**src/rtl/led_axi_sequencer_if.sv**
```systemverilog
// AXI4-Lite write-only channel bundle (AW/W/B) between the LED sequencer and the
// LED register slave. There is no read channel.
interface led_axi_sequencer_if #(
    parameter int ADDR_W = 32,
    parameter int DATA_W = 32
);
    logic [ADDR_W-1:0]   awaddr;
    logic [2:0]          awprot;
    logic                awvalid;
    logic                awready;
    logic [DATA_W-1:0]   wdata;
    logic [DATA_W/8-1:0] wstrb;
    logic                wvalid;
    logic                wready;
    logic [1:0]          bresp;
    logic                bvalid;
    logic                bready;

    modport master (
        output awaddr, awprot, awvalid, wdata, wstrb, wvalid, bready,
        input  awready, wready, bresp, bvalid
    );

    modport slave (
        input  awaddr, awprot, awvalid, wdata, wstrb, wvalid, bready,
        output awready, wready, bresp, bvalid
    );
endinterface

```
**src/rtl/led_axi_sequencer.sv**
```systemverilog
// AXI4-Lite write-only master that steps an incrementing pattern into the LED
// register, one AW/W/B transaction per value, with a programmable idle gap.
//
// state | meaning
// IDLE  | waiting for i_start; all channels quiet
// XFER  | AWVALID/WVALID raised, each dropped on its own handshake
// RESP  | BREADY high, waiting for the write response
// WAIT  | idle gap of INTERVAL cycles before the next value
module led_axi_sequencer #(
    parameter int                            C_M_AXI_ADDR_WIDTH = 32,
    parameter int                            C_M_AXI_DATA_WIDTH = 32,
    parameter logic [C_M_AXI_ADDR_WIDTH-1:0] TARGET_ADDR        = '0,
    parameter logic [31:0]                   PATTERN_LAST       = 32'd15,
    parameter int unsigned                   INTERVAL           = 100
) (
    input  logic                M_AXI_ACLK,
    input  logic                M_AXI_ARESETN,
    input  logic                i_start,
    input  logic                i_stop,
    input  logic                i_loop,
    output logic                o_busy,
    output logic                o_done,
    output logic                o_err,
    output logic [31:0]         o_value,
    led_axi_sequencer_if.master m_axi
);

    localparam int              CNT_W    = (INTERVAL > 1) ? $clog2(INTERVAL) : 1;
    localparam logic [CNT_W-1:0] CNT_LOAD = CNT_W'(INTERVAL - 1);

    typedef enum logic [1:0] {
        IDLE = 2'd0,
        XFER = 2'd1,
        RESP = 2'd2,
        WAIT = 2'd3
    } state_t;

    state_t           state;
    logic [CNT_W-1:0] cnt;
    logic [31:0]      next_value;
    logic             last_step;
    logic             aw_fin;
    logic             w_fin;

    assign next_value = (o_value == PATTERN_LAST) ? 32'd0 : o_value + 32'd1;
    assign last_step  = i_stop || ((o_value == PATTERN_LAST) && !i_loop);

    // A channel counts as finished if it already handshook or handshakes this edge.
    assign aw_fin = !m_axi.awvalid || m_axi.awready;
    assign w_fin  = !m_axi.wvalid  || m_axi.wready;

    assign m_axi.awaddr = TARGET_ADDR;
    assign m_axi.awprot = 3'b000;
    assign m_axi.wdata  = o_value;
    assign m_axi.wstrb  = '1;

    always_ff @(posedge M_AXI_ACLK or negedge M_AXI_ARESETN) begin
        if (!M_AXI_ARESETN) begin
            state         <= IDLE;
            cnt           <= '0;
            o_busy        <= 1'b0;
            o_done        <= 1'b0;
            o_err         <= 1'b0;
            o_value       <= '0;
            m_axi.awvalid <= 1'b0;
            m_axi.wvalid  <= 1'b0;
            m_axi.bready  <= 1'b0;
        end else begin
            o_done <= 1'b0;
            unique case (state)
                IDLE: begin
                    if (i_start) begin
                        o_err         <= 1'b0;
                        o_value       <= '0;
                        o_busy        <= 1'b1;
                        m_axi.awvalid <= 1'b1;
                        m_axi.wvalid  <= 1'b1;
                        state         <= XFER;
                    end
                end
                XFER: begin
                    if (m_axi.awvalid && m_axi.awready) m_axi.awvalid <= 1'b0;
                    if (m_axi.wvalid && m_axi.wready)   m_axi.wvalid  <= 1'b0;
                    if (aw_fin && w_fin) begin
                        m_axi.bready <= 1'b1;
                        state        <= RESP;
                    end
                end
                RESP: begin
                    if (m_axi.bvalid && m_axi.bready) begin
                        m_axi.bready <= 1'b0;
                        if (m_axi.bresp != 2'b00) o_err <= 1'b1;
                        if (last_step) begin
                            o_busy <= 1'b0;
                            o_done <= 1'b1;
                            state  <= IDLE;
                        end else if (INTERVAL == 0) begin
                            o_value       <= next_value;
                            m_axi.awvalid <= 1'b1;
                            m_axi.wvalid  <= 1'b1;
                            state         <= XFER;
                        end else begin
                            cnt   <= CNT_LOAD;
                            state <= WAIT;
                        end
                    end
                end
                WAIT: begin
                    if (i_stop) begin
                        o_busy <= 1'b0;
                        o_done <= 1'b1;
                        state  <= IDLE;
                    end else if (cnt == '0) begin
                        o_value       <= next_value;
                        m_axi.awvalid <= 1'b1;
                        m_axi.wvalid  <= 1'b1;
                        state         <= XFER;
                    end else begin
                        cnt <= cnt - 1'b1;
                    end
                end
                default: state <= IDLE;
            endcase
        end
    end

endmodule

```
**src/flat_wrapper.sv**
```systemverilog
// flat-port wrapper written by rule: the top's interface ports become plain ports
module led_axi_sequencer_flat 
#(
    parameter int                            C_M_AXI_ADDR_WIDTH = 32,
    parameter int                            C_M_AXI_DATA_WIDTH = 32,
    parameter logic [C_M_AXI_ADDR_WIDTH-1:0] TARGET_ADDR        = '0,
    parameter logic [31:0]                   PATTERN_LAST       = 32'd15,
    parameter int unsigned                   INTERVAL           = 100
)
  (M_AXI_ACLK, M_AXI_ARESETN, i_start, i_stop, i_loop, o_busy, o_done, o_err, o_value, m_axi_awaddr, m_axi_awprot, m_axi_awvalid, m_axi_wdata, m_axi_wstrb, m_axi_wvalid, m_axi_bready, m_axi_awready, m_axi_wready, m_axi_bresp, m_axi_bvalid);
  led_axi_sequencer_if #(.ADDR_W(32), .DATA_W(32)) m_axi_i ();
  input  logic M_AXI_ACLK;
  input  logic M_AXI_ARESETN;
  input  logic i_start;
  input  logic i_stop;
  input  logic i_loop;
  output logic o_busy;
  output logic o_done;
  output logic o_err;
  output logic [31:0] o_value;
  output wire logic [$bits(m_axi_i.awaddr)-1:0] m_axi_awaddr;
  output wire logic [$bits(m_axi_i.awprot)-1:0] m_axi_awprot;
  output wire logic [$bits(m_axi_i.awvalid)-1:0] m_axi_awvalid;
  output wire logic [$bits(m_axi_i.wdata)-1:0] m_axi_wdata;
  output wire logic [$bits(m_axi_i.wstrb)-1:0] m_axi_wstrb;
  output wire logic [$bits(m_axi_i.wvalid)-1:0] m_axi_wvalid;
  output wire logic [$bits(m_axi_i.bready)-1:0] m_axi_bready;
  input wire logic [$bits(m_axi_i.awready)-1:0] m_axi_awready;
  input wire logic [$bits(m_axi_i.wready)-1:0] m_axi_wready;
  input wire logic [$bits(m_axi_i.bresp)-1:0] m_axi_bresp;
  input wire logic [$bits(m_axi_i.bvalid)-1:0] m_axi_bvalid;
  assign m_axi_awaddr = m_axi_i.awaddr;
  assign m_axi_awprot = m_axi_i.awprot;
  assign m_axi_awvalid = m_axi_i.awvalid;
  assign m_axi_wdata = m_axi_i.wdata;
  assign m_axi_wstrb = m_axi_i.wstrb;
  assign m_axi_wvalid = m_axi_i.wvalid;
  assign m_axi_bready = m_axi_i.bready;
  assign m_axi_i.awready = m_axi_awready;
  assign m_axi_i.wready = m_axi_wready;
  assign m_axi_i.bresp = m_axi_bresp;
  assign m_axi_i.bvalid = m_axi_bvalid;
  led_axi_sequencer #(.C_M_AXI_ADDR_WIDTH(C_M_AXI_ADDR_WIDTH), .C_M_AXI_DATA_WIDTH(C_M_AXI_DATA_WIDTH), .TARGET_ADDR(TARGET_ADDR), .PATTERN_LAST(PATTERN_LAST), .INTERVAL(INTERVAL)) u_core (.M_AXI_ACLK(M_AXI_ACLK), .M_AXI_ARESETN(M_AXI_ARESETN), .i_start(i_start), .i_stop(i_stop), .i_loop(i_loop), .o_busy(o_busy), .o_done(o_done), .o_err(o_err), .o_value(o_value), .m_axi(m_axi_i));
endmodule
```
**config.mk**
```make
export PLATFORM = sky130hd
export DESIGN_NAME = led_axi_sequencer_flat
export DESIGN_NICKNAME = d
export VERILOG_FILES = /design/src/rtl/led_axi_sequencer_if.sv /design/src/rtl/led_axi_sequencer.sv /design/src/flat_wrapper.sv
export SDC_FILE = /design/constraint.sdc
export NUM_CORES = 1
export LEC_CHECK = 0
export ABC_AREA = 1
export CORE_MARGIN = 8
export CORE_UTILIZATION = 52
export DETAILED_ROUTE_END_ITERATION = 8
export GPL_TIMING_DRIVEN = 1
export PLACE_DENSITY = 0.88
export SETUP_SLACK_MARGIN = 0.2
export SLEW_MARGIN = 20
export SYNTH_ARGS = -nofsm -noshare
export SYNTH_HDL_FRONTEND = slang
export SYNTH_SLANG_ARGS = --single-unit
export TNS_END_PERCENT = 10
```
**constraint.sdc**
```tcl
create_clock -name M_AXI_ACLK -period 4.85 [get_ports M_AXI_ACLK]
set_input_delay 0.7275 -clock M_AXI_ACLK [delete_from_list [all_inputs] [get_ports M_AXI_ACLK]]
set_output_delay 0.7275 -clock M_AXI_ACLK [all_outputs]
set_load 0.01 [all_outputs]
```
* After elaboration in Yosys (flattened, before gate mapping)
Cells that the tools add are included.
** Word-level totals
- Output and inout port bits :: 109
- Register bits after elaboration :: 47
** Operators by class
- Equal/unequal tests :: 17
- $add $sub $neg :: 2
- Reduce and logical (&&, ||, !) cells :: 28
- Muxes and demuxes :: 39
** Operators by type and width (number)
- $mux W32 :: 4
- $pmux W32 S2 :: 1
- $add A32 B1 Y32 const B :: 1
- $eq A32 B4 Y1 const B :: 1
- $mux W7 :: 4
- $reduce_and A5 Y1 :: 4
- $mux W1 :: 16
- $ne A2 B1 Y1 const B :: 7
- $pmux W7 S2 :: 1
- $mux W2 :: 6
- $reduce_and A4 Y1 :: 3
- $ne A2 B2 Y1 const B :: 5
- $reduce_bool A2 Y1 :: 5
- $pmux W1 S3 :: 3
- $pmux W2 S4 :: 1
- $logic_not A7 Y1 :: 1
- $sub A7 B1 Y7 const B :: 1
- $pmux W1 S2 :: 3
- $reduce_bool A3 Y1 :: 2
- $logic_and A1 B1 Y1 :: 5
- $eq A2 B2 Y1 const B :: 2
- $logic_not A1 Y1 :: 3
- $logic_or A1 B1 Y1 :: 3
- $ne A3 B2 Y1 const B :: 1
- other kinds (3) :: 3

* Logic depth before layout (Yosys ltp)
Gate-level depths: netlist (run 1).
- Depth after elaboration :: 6
- Depth in mapped cells :: 12
- Depth with buffers taken out :: 11

* Least setup slack after synthesis (run 1)
Ideal clock, no wire load.
- Path type :: register to register
- From :: register u_core.state[0]
- To :: register u_core.o_value[18] (netlist: u_core.m_axi.wdata[18])
- Cell stages (with the launch flop) :: 10
- Arrival :: 1.557 ns
- Library setup time :: 0.120 ns
- Setup slack :: 3.173 ns
- Path buffers :: 1
- Clock period less this slack :: 1.677 ns
- Path through :: dfrtp_1 > inv_1 > ha_1 > o21ai_0 > nor2_8 > buf_6 > nand2_1 > nand2_1 > nand2_1 > nor2_2
** On the way
- Word-level cells in the longest chain between the ends :: 3
- Elaborated cells between the ends (all ways) :: 8
- Those cells by class :: eq/ne (4); mux (1); reduce/logical (3)
** Ends and longest elaborated chain
- from (decl) :: line led_axi_sequencer.sv:38 : state_t state;
- from (signal assigned) :: line led_axi_sequencer.sv:59 : state <= IDLE;
- from (signal assigned) :: line led_axi_sequencer.sv:78 : state <= XFER;
- from (signal assigned) :: line led_axi_sequencer.sv:86 : state <= RESP;
- $eq A2 B2 Y1 / $logic_not A2 Y1 (equally long branches) :: line led_axi_sequencer.sv:70 : unique case (state)
- $ne A2 B1 Y1 (no source line) (tied with other cells)
- $reduce_and A4 Y1 (no source line)
- to (signal assigned) :: line led_axi_sequencer.sv:98 : o_value <= next_value;
- to (signal assigned) :: line led_axi_sequencer.sv:114 : o_value <= next_value;
- to (decl) :: line led_axi_sequencer.sv:24 : output logic [31:0] o_value,
Several ways; a longest one is shown, not always the timed one.
A chain may end at the register's enable or synchronous reset.

* Worst setup path in the final report (run 1)
- From :: register u_core.state[0]
- To :: register u_core.o_value[17] (netlist: u_core.m_axi.wdata[17])
Same word-level chain as after synthesis.

==> run_results.csv, run 1 <==
group,metric,value,unit
worst_setup_path,rr_startpoint,"u_core.state[0]",
worst_setup_path,worst-setup-path-type,"reg2reg",
sta,period_minus_slack,2500,ps
sta,finalSetupViolations,0,
worst_setup_path,path_max_fanout,62,
synth,async_flop_share,1.00,
worst_setup_path,end_kind,"flip-flop",
worst_setup_path,arrival,2700,ps
synth,ys_ff_latch,47,
sta,fin_crit_sh,0.515,
finish,areaGrowthSynthToFinish,14.6,%
synth,synth_top_area_share,0.306,
power_and_ir_drop,cellPowerDensity,372,nW/um2
synth,synth_seq_area_share,0.306,
synth,synth_edf_count,0,
detailed_routing,top_layer,"met4",
outcome,status,"complete, no violations",
place,dpl_worst_slack,2100,ps
cts,cts_buffers,5,
finish,antenna_cells,0,
finish,nNetsFinal,622,
synth,netlist_area,3840,um2
grt,grt.overflow.total,0,
detailed_routing,wl_met1,4020,um
sta,max_freq,0.400,GHz
sta,setup_tns,0,ps
cts,root_buffer,"clkbuf_8",
finish,layout-drive-gt1-share,0.0579,
detailed_routing,vias_per_cell,5.17,
cts,ctsResizeCount,0,
cts,clkLatencyLatePin,300,ps
detailed_routing,routed_wl,10200,um
synth,synth_xor_area_frac,0.00913,
synth,synthMuxAreaShare,0,
finish,finalCoreUtilization,0.610,
sta,worst_pin_slew,728,ps
sta,rsz0062_at_grt,"no",
sta,slew_headroom,0.515,
grt,antenna_found_initial,0,
grt,grt_start_max_net_pins,63,
cts,postCtsHoldBufs,0,
synth,ys_types,35,
place,dpl.hpwl,7980,um
cts,cts_tree,"yes",
grt,grt_pass1_wl,16600,um
die,die_area,10400,um2
power_and_ir_drop,design_power_total,1.64,mW
detailed_routing,wl_met3,797,um
synth,synth.avg_cell_area,6.83,um2
detailed_routing,vias,3639,
synth,synth_fa_ha_area_frac,0.0261,
synth,post_synth_main_area_contributors,"dfrtp_1 31%, buf_4 14%, nand2_1 14%, nand3_1 6.3%, inv_1 5.6%",
cts,clock-sinks,47,
die,core,7210,um2
sta,fin_ws,2350,ps
die,pin_count,119,
power_and_ir_drop,ir_drop,0.441,mV
sta,hold_violations,0,
die,start_util,0.532,
sta,drv_slew,0,
cts,clockBufferDepth,2,
detailed_routing,dr_wl_met2,5150,um
cts,ctsHtreeMaxLevel,2,
sta,fin_hold_ws,431,ps
finish,instances_no_fill,704,
synth,synth.most_common_cell,"nand2_1",
worst_hold_path,holdCritPathClass,"in2async",
detailed_routing,drc,0,
sta,skew,9.69,ps
grt,track_usage,0.198,
synth,ys.flop_type,"dfrtp_1",
worst_setup_path,crit_required,5050,ps
die,die_h,102,um
place,place_inst,696,
detailed_routing,drt_first_iter_violations,162,
worst_setup_path,cp-startpoint,"u_core.state[0]",
synth,synth-compound-area-share,0.0743,
place,io_buffers,79,
cts,path_clk_slew,90,ps
worst_setup_path,startpoint_type,"flip-flop",
synth,synth_largest_area_cell,"dfrtp_1",
cts,post_cts_buffers,0,
die,dieWidth,102,um
synth,synth_common_cells,"140 x nand2_1, 74 x buf_4, 57 x inv_1",
synth,synth_warnings,0,
job,maxCapViolCount,0,
detailed_routing,drt_first_pass_iters,5,
detailed_routing,wire_per_inst,14.6,um
synth,synthSimpleGateAreaFrac,0.367,
grt,grt_pass1_vias,3474,
synth,syn-instance-count,562,
finish,finalInstanceArea,4400,um2
detailed_routing,ant_nets,0,
place,gp_routability_congestion,0.949,
power_and_ir_drop,power.leakage,2.00,nW
synth,synth_top_family_by_area,"simple AND/OR/NAND/NOR gates",
die,rows,31,
place,dpl_cell_area,4300,um2
==> worst paths after layout <==
kind	endpoint	slack, ps	cells past startpoint
worst max-delay path	u_core.m_axi.wdata[17]	2350	7
worst min-delay path	u_core.m_axi.wdata[11]	430	1
min in group M_AXI_ACLK	u_core.cnt[2]	510	2
max in group asynchronous	u_core.m_axi.wdata[21]	3990	1
worst max register to register	u_core.m_axi.wdata[17]	2350	7
worst min register to register	u_core.cnt[2]	510	2
==> registers in the layout, indices dropped and copies added, names as in the netlist <==
signal,flops
u_core.m_axi.awvalid,1
u_core.m_axi.bready,1
u_core.o_done,1
u_core.m_axi.wvalid,1
u_core.m_axi.wdata,32
u_core.o_busy,1
u_core.o_err,1
u_core.cnt,7
u_core.state,2
==> final cells by class <==
| cell class | count | area [um2] |
|---|---|---|
| clock buffers | 8 | 100 |
| well taps | 99 | 124 |
| flip-flops and latches | 47 | 1180 |
| fillers | 692 | 2820 |
| multi-input cells | 410 | 1980 |
| inverters | 60 | 225 |
| repair buffers | 80 | 796 |
==> critical path, cell delays in order (launching register included) <==
cell	delay, ps
dfrtp_1	440
ha_1	380
nand2_1	190
o21ai_0	250
nor2_8	660
inv_1	200
nor2_1	190
nor2_1	70
==> where the power goes <==
part           total, mW  switching, mW  leakage (nW)  internal, mW
sequential         0.530         0.0642         0.628         0.466
clock              0.265          0.134        0.0515         0.130
combinational      0.843          0.570          1.32         0.273
total               1.64          0.768          2.00         0.870
==> layout by cell type, fill, tap and decap left out, types with 2 or more instances in the layout <==
master / instances
nor2_1: 55
nand2_2: 4
o21ai_0: 24
nor2_2: 4
or2_2: 3
inv_2: 2
nand3_2: 3
nand4_1: 25
nor3_2: 3
clkbuf_8: 7
buf_4: 2
nand2_4: 3
nand2_1: 140
xor2_1: 4
nor2_4: 3
a21oi_1: 7
dfrtp_1: 47
ha_1: 8
nand3_1: 48
nor3_1: 10
conb_1: 39
inv_1: 57
clkdlybuf4s50_1: 78
o21ai_1: 19
==> routing by layer <==
layer | global-route usage | up-vias
met1 | 0.228 | 1679
met3 | 0.0395 | 21
met5 | 0 | -
li1 | - | 1795
met2 | 0.351 | 144
met4 | 0.0779 | 0
==> logic make-up (layout without fill, tap and decap cells) <==
group,after synthesis,count (layout)
buffers and inverters,142,148
adder cells (fa/ha/maj),8,8
AO/OA/AOI/OAI,55,55
XOR/XNOR,4,4
other,2,39
AND/OR/NAND/NOR,304,304
flip-flops,47,47
Power figures use the tool's default switching activity.
==> run 2, diff against run 1 <==
--- a/config.mk
+++ b/config.mk
@@ -7,10 +7,10 @@
 export LEC_CHECK = 0
 export ABC_AREA = 1
 export CORE_MARGIN = 8
-export CORE_UTILIZATION = 52
+export CORE_UTILIZATION = 48
 export DETAILED_ROUTE_END_ITERATION = 8
 export GPL_TIMING_DRIVEN = 1
-export PLACE_DENSITY = 0.88
+export PLACE_DENSITY = 0.82
 export SETUP_SLACK_MARGIN = 0.2
 export SLEW_MARGIN = 20
 export SYNTH_ARGS = -nofsm -noshare
==> constraint.sdc (replaced) <==
create_clock -name M_AXI_ACLK -period 2.37 [get_ports M_AXI_ACLK]
set_input_delay 0.3555 -clock M_AXI_ACLK [delete_from_list [all_inputs] [get_ports M_AXI_ACLK]]
set_output_delay 0.3555 -clock M_AXI_ACLK [all_outputs]
set_load 0.01 [all_outputs]
==> run 2 against run 1 <==
Effect of this change:
- non-clock buffer count increased by 3
- clock power grew 92%
- sequential share of layout area decreased by 0.14 points
- count of clock-buffer cells in the layout shrank 2
- global-route usage fell by 1.4 points
- worst hold slack worse by 290 ps
- final cell count rose by 0.71%
- setup slack worse by 2000 ps
- maximum frequency increased by 27%
==> run_results.csv, run 2 (synthesis gave the netlist of run 1 again) <==
group,metric,value,unit
sta,slew_headroom,0.585,
cts,cts_buffers,5,
worst_hold_path,holdCritPathClass,"in2async",
grt,grt_start_max_net_pins,51,
outcome,status,"complete, no violations",
worst_setup_path,path_cells,"ha_1 > buf_4 > inv_1 > o21ai_0 > nor2_2 > nand2_4 > nand2_1 > nand2_1",
cts,clkLatencyLatePin,300,ps
cts,postCtsHoldBufs,0,
finish,antenna_cells,0,
place,dpl_worst_slack,394,ps
worst_setup_path,worst-setup-path-type,"reg2reg",
sta,skew,8.87,ps
sta,drv_slew,0,
detailed_routing,vias,3630,
worst_setup_path,cp_common_cell,"nand2_1",
sta,rsz0062_at_grt,"no",
finish,layout-drive-gt1-share,0.0626,
finish,instances_no_fill,709,
grt,track_usage,0.184,
die,start_util,0.497,
finish,final_cell_mix,"140 x nand2_1, 78 x clkdlybuf4s50_1, 57 x inv_1",
cts,ctsHtreeMaxLevel,2,
sta,worst_pin_slew,623,ps
sta,period_minus_slack,1970,ps
grt,grt_pass1_vias,3499,
sta,max_freq,0.508,GHz
detailed_routing,routed_wl,10300,um
detailed_routing,ant_nets,0,
worst_setup_path,cp-startpoint,"u_core.state[0]",
detailed_routing,drc,0,
place,gp_routability_congestion,0.930,
sta,hold_violations,0,
detailed_routing,vias_per_cell,5.12,
detailed_routing,drt_first_iter_violations,212,
power_and_ir_drop,cellPowerDensity,768,nW/um2
sta,setup_tns,0,ps
finish,areaGrowthSynthToFinish,15.2,%
grt,antenna_found_initial,0,
finish,nFillCells,737,
worst_setup_path,arrival,2160,ps
grt,grt.overflow.total,0,
cts,post_cts_buffers,0,
finish,multi_input_area,1980,um2
cts,clock-sinks,47,
worst_setup_path,cpPeakStageDelay,440,ps
worst_setup_path,end_kind,"flip-flop",
worst_setup_path,startpoint_type,"flip-flop",
worst_setup_path,path_max_fanout,19,
cts,clockBufferDepth,2,
place,dpl.hpwl,8110,um
place,place_inst,702,
job,maxCapViolCount,0,
grt,grt_pass1_wl,17200,um
place,io_buffers,79,
finish,final_common_cell,"nand2_1",
sta,finalSetupViolations,0,
die,die_h,105,um
die,pin_count,119,
finish,finalCoreUtilization,0.572,
finish,nNetsFinal,625,
detailed_routing,wire_per_inst,14.6,um
finish,finalInstanceArea,4420,um2
worst_setup_path,cp_slowest_cell,"dfrtp_1",
die,core,7730,um2
finish,largest_register_ffs,32,
die,die_area,11100,um2
die,rows,32,
cts,path_clk_slew,90,ps
cts,cts_tree,"yes",
power_and_ir_drop,power.leakage,2.02,nW
power_and_ir_drop,ir_drop,0.794,mV
die,dieWidth,105,um
worst_setup_path,rr_startpoint,"u_core.state[0]",
cts,root_buffer,"clkbuf_8",
sta,fin_ws,400,ps
place,dpl_cell_area,4330,um2
detailed_routing,drt_first_pass_iters,5,
sta,fin_crit_sh,0.831,
cts,ctsResizeCount,0,
finish,seqCellArea,1180,um2
worst_setup_path,crit_required,2560,ps
-- run 2: changes by cell type in the layout (fill, tap and decap cells not counted) --
cell	before	now
buf_12	0	1
buf_2	0	1
buf_4	2	3
clkbuf_1	1	0
clkbuf_8	7	6
clkinv_2	0	1
-- run 2: where the power goes --
group | internal [mW] | leakage [nW] | switching, mW
clock | 0.230 | 0.0470 | 0.279
combinational | 0.620 | 1.34 | 1.19
sequential | 0.954 | 0.628 | 0.123
total | 1.80 | 2.02 | 1.59
-- run 2: metal layers --
metal | track usage | routed length (um) | up-vias
li1 | - | - | 1792
met1 | 0.220 | 4200 | 1696
met4 | 0.0561 | 190 | 0
met5 | 0 | 0 | -
met2 | 0.325 | 5260 | 127
met3 | 0.0371 | 682 | 15
-- run 2: worst paths after layout --
kind	end	slack, ps	cells after the start
max in group asynchronous	u_core.m_axi.wdata[19]	1800	2
worst min register to register	u_core.o_busy	480	2
min in group M_AXI_ACLK	u_core.o_busy	480	2
worst min-delay path	u_core.m_axi.wdata[29]	140	2
worst max register to register	u_core.cnt[4]	400	8
worst max-delay path	u_core.cnt[4]	400	8
-- run 2: worst max-delay path, delay by kind of cell, from the launching register on --
family / cells / cell delay (ps)
adders and majority gates: 1 / 280
and+or+nand+nor: 4 / 600
buffers and inverters: 2 / 410
DFF: 1 / 440
AOI/OAI and AO/OA: 1 / 140
-- run 2: per-stage QoR --
step | hold slack, ps | total power, mW
3_3_place_gp | 470 | 2.85
5_1_grt | 198 | 3.70
6_report | 136 | 3.40
4_1_cts | 168 | 3.41
2_1_floorplan | 59.9 | 2.48
3_5_place_dp | 461 | 2.89
-- run 2: layout make-up --
| type | count | area share |
|---|---|---|
| multi-input combinational | 410 | 0.447 |
| inverter | 60 | 0.0509 |
| timing repair buffer | 83 | 0.187 |
| sequential | 47 | 0.266 |
| clock buffer | 6 | 0.0187 |
| tap | 102 | 0.0289 |
| clock inverter | 1 | 0.00113 |
==> run 3, diff against run 2 <==
--- a/config.mk
+++ b/config.mk
@@ -7,10 +7,10 @@
 export LEC_CHECK = 0
 export ABC_AREA = 1
 export CORE_MARGIN = 8
-export CORE_UTILIZATION = 48
+export CORE_UTILIZATION = 43
 export DETAILED_ROUTE_END_ITERATION = 8
 export GPL_TIMING_DRIVEN = 1
-export PLACE_DENSITY = 0.82
+export PLACE_DENSITY = 0.78
 export SETUP_SLACK_MARGIN = 0.2
 export SLEW_MARGIN = 20
 export SYNTH_ARGS = -nofsm -noshare
==> constraint.sdc (replaced) <==
create_clock -name M_AXI_ACLK -period 1.65 [get_ports M_AXI_ACLK]
set_input_delay 0.2475 -clock M_AXI_ACLK [delete_from_list [all_inputs] [get_ports M_AXI_ACLK]]
set_output_delay 0.2475 -clock M_AXI_ACLK [all_outputs]
set_load 0.01 [all_outputs]
==> run 3 against run 2 <==
Effect of this change:
- sequential power rose by 46%
- flip-flop and latch count is the same
- sequential share of layout area is 3.6 points lower
- first-iteration DRC count grew 40%
- die area rose by 9.8%
- critical path depth rose by 1
- register-to-register slack worse by 380 ps
- clock skew increased by 11 ps
- final cell count rose by 10%
- critical endpoint is now u_core.m_axi.wdata[3]
- largest power group unchanged
==> run_results.csv, run 3 (synthesis gave the netlist of run 1 again) <==
group,metric,value,unit
grt,track_usage,0.184,
sta,fin_crit_sh,0.987,
finish,multi_input_area,2210,um2
power_and_ir_drop,power.leakage,2.69,nW
grt,grt.overflow.total,0,
die,pin_count,119,
power_and_ir_drop,power_frac_clock,0.151,
sta,hold_violations,0,
sta,finalSetupViolations,0,
power_and_ir_drop,intPower,3.33,mW
worst_setup_path,rr_startpoint,"u_core.state[0]",
worst_setup_path,startpoint_type,"flip-flop",
worst_setup_path,path_cells,"inv_2 > ha_4 > inv_2 > or2_4 > nand2_4 > nor2_8 > buf_12 > nand3_1 > o21ai_1",
detailed_routing,drt_first_iter_violations,297,
die,start_util,0.442,
cts,cts_tree,"yes",
sta,fin_hold_ws,373,ps
worst_setup_path,r2r_slack,20,ps
detailed_routing,vias,4006,
sta,period_minus_slack,1630,ps
finish,instances_no_fill,782,
worst_setup_path,cp_slowest_cell,"dfrtp_1",
cts,clkLatencyLatePin,310,ps
finish,final_cell_mix,"126 x nand2_1, 61 x buf_4, 58 x dlygate4sd2_1",
die,core,8680,um2
finish,finalCoreUtilization,0.596,
cts,clock-sinks,47,
worst_setup_path,cpPeakStageDelay,450,ps
detailed_routing,vias_per_cell,5.12,
place,dpl.hpwl,8810,um
finish,nFillCells,818,
power_and_ir_drop,switchingPower,2.72,mW
sta,max_freq,0.614,GHz
die,die_area,12200,um2
cts,path_clk_slew,100,ps
worst_setup_path,worst-setup-path-type,"reg2reg",
finish,layout-drive-gt1-share,0.254,
grt,grt_pass1_vias,3963,
worst_setup_path,end_kind,"flip-flop",
power_and_ir_drop,combPwrFrac,0.589,
place,place_inst,757,
power_and_ir_drop,cellPowerDensity,1170,nW/um2
worst_hold_path,holdCritPathClass,"in2async",
worst_setup_path,timing.rr.end,"u_core.m_axi.wdata[3]",
finish,areaGrowthSynthToFinish,34.8,%
finish,seqCellArea,1190,um2
worst_setup_path,arrival,1810,ps
place,gp_routability_congestion,0.978,
worst_setup_path,path_max_fanout,28,
worst_setup_path,crit_required,1840,ps
finish,antenna_cells,0,
job,maxCapViolCount,0,
sta,skew,20.3,ps
power_and_ir_drop,ir_drop,1.17,mV
cts,ctsHtreeMaxLevel,2,
detailed_routing,drc,0,
sta,rsz0062_at_grt,"yes",
grt,antenna_found_initial,0,
grt,grt_pass1_wl,19200,um
worst_setup_path,cp_common_cell,"inv_2",
sta,drv_slew,0,
power_and_ir_drop,p_seq_frac,0.261,
finish,largest_register_ffs,32,
place,io_buffers,79,
worst_setup_path,reg2regPathDepth,9,
finish,nNetsFinal,691,
detailed_routing,ant_nets,0,
cts,cts_buffers,5,
grt,grt_start_max_net_pins,33,
finish,final_common_cell,"nand2_1",
cts,clockBufferDepth,2,
detailed_routing,drt_first_pass_iters,5,
outcome,status,"complete, no violations",
die,rows,34,
detailed_routing,routed_wl,11500,um
die,dieWidth,110,um
cts,root_buffer,"clkbuf_8",
power_and_ir_drop,switching_share,0.450,
detailed_routing,wire_per_inst,14.7,um
die,die_h,110,um
## run 3: per-layer routing
layer	track usage	vias to the layer above	routed length, um
li1	-	1931	-
met4	0.0640	0	304
met2	0.323	160	5850
met5	0	-	0
met3	0.0455	22	726
met1	0.211	1893	4610
## run 3: worst max path at each step
stage	cells past startpoint	start	slack (ps)	end
detailed placement	9	u_core.state[1]	-10	u_core.cnt[0]
floorplan	10	u_core.m_axi.wdata[1]	60	u_core.o_busy
CTS	11	u_core.state[0]	30	u_core.m_axi.wdata[18]
global placement	9	u_core.state[1]	40	u_core.cnt[5]
finish	9	u_core.state[0]	20	u_core.m_axi.wdata[3]
global route	11	u_core.m_axi.wdata[1]	-90	u_core.m_axi.wdata[17]
## run 3: power groups by stage
stage | Clock [mW] | Combinational [mW] | Sequential [mW]
floorplan | 0 | 2.04 | 1.59
global placement | 0 | 2.94 | 1.55
detailed placement | 0 | 3.06 | 1.56
CTS | 0.925 | 3.38 | 1.57
global route | 0.974 | 3.88 | 1.59
finish | 0.911 | 3.56 | 1.58
## run 3: what timing repair did
action / 4_1_cts / 5_1_grt
gates resized for setup: 127 / 39
pin swaps: 29 / 21
hold buffers: 1 / 0
buffers inserted: 8 / 6
endpoints found under the setup margin: 115 / 55
hold endpoints to repair: 15 / 0
cloned: 1 / 1
## run 3: cell type report
| class | count | area share |
|---|---|---|
| clock buffers | 6 | 0.0160 |
| clock inverters | 2 | 0.00677 |
| inverters | 60 | 0.0440 |
| multi-input cells | 411 | 0.428 |
| flip-flops and latches | 47 | 0.230 |
| well taps | 108 | 0.0261 |
| repair buffers | 148 | 0.250 |
## run 3: per-stage QoR
step / power (mW) / setup slack (ps) / cell area, um2 / setup TNS [ps]
floorplan: 3.63 / 57.0 / 4000 / 0
global placement: 4.49 / 42.2 / 4750 / 0
detailed placement: 4.62 / -14.2 / 4750 / -14.2
CTS: 5.87 / 29.0 / 5020 / 0
global route: 6.45 / -89.0 / 5170 / -988
finish: 6.05 / 21.5 / 5170 / 0
## run 3: worst max-delay path, delay by kind of cell, from the launching register on
family                   cells  cell delay [ps]
AND/OR/NAND/NOR              4              490
flip-flops                   1              450
adder cells (fa/ha/maj)      1              160
AO/OA/AOI/OAI                1               60
buffers and inverters        3              330
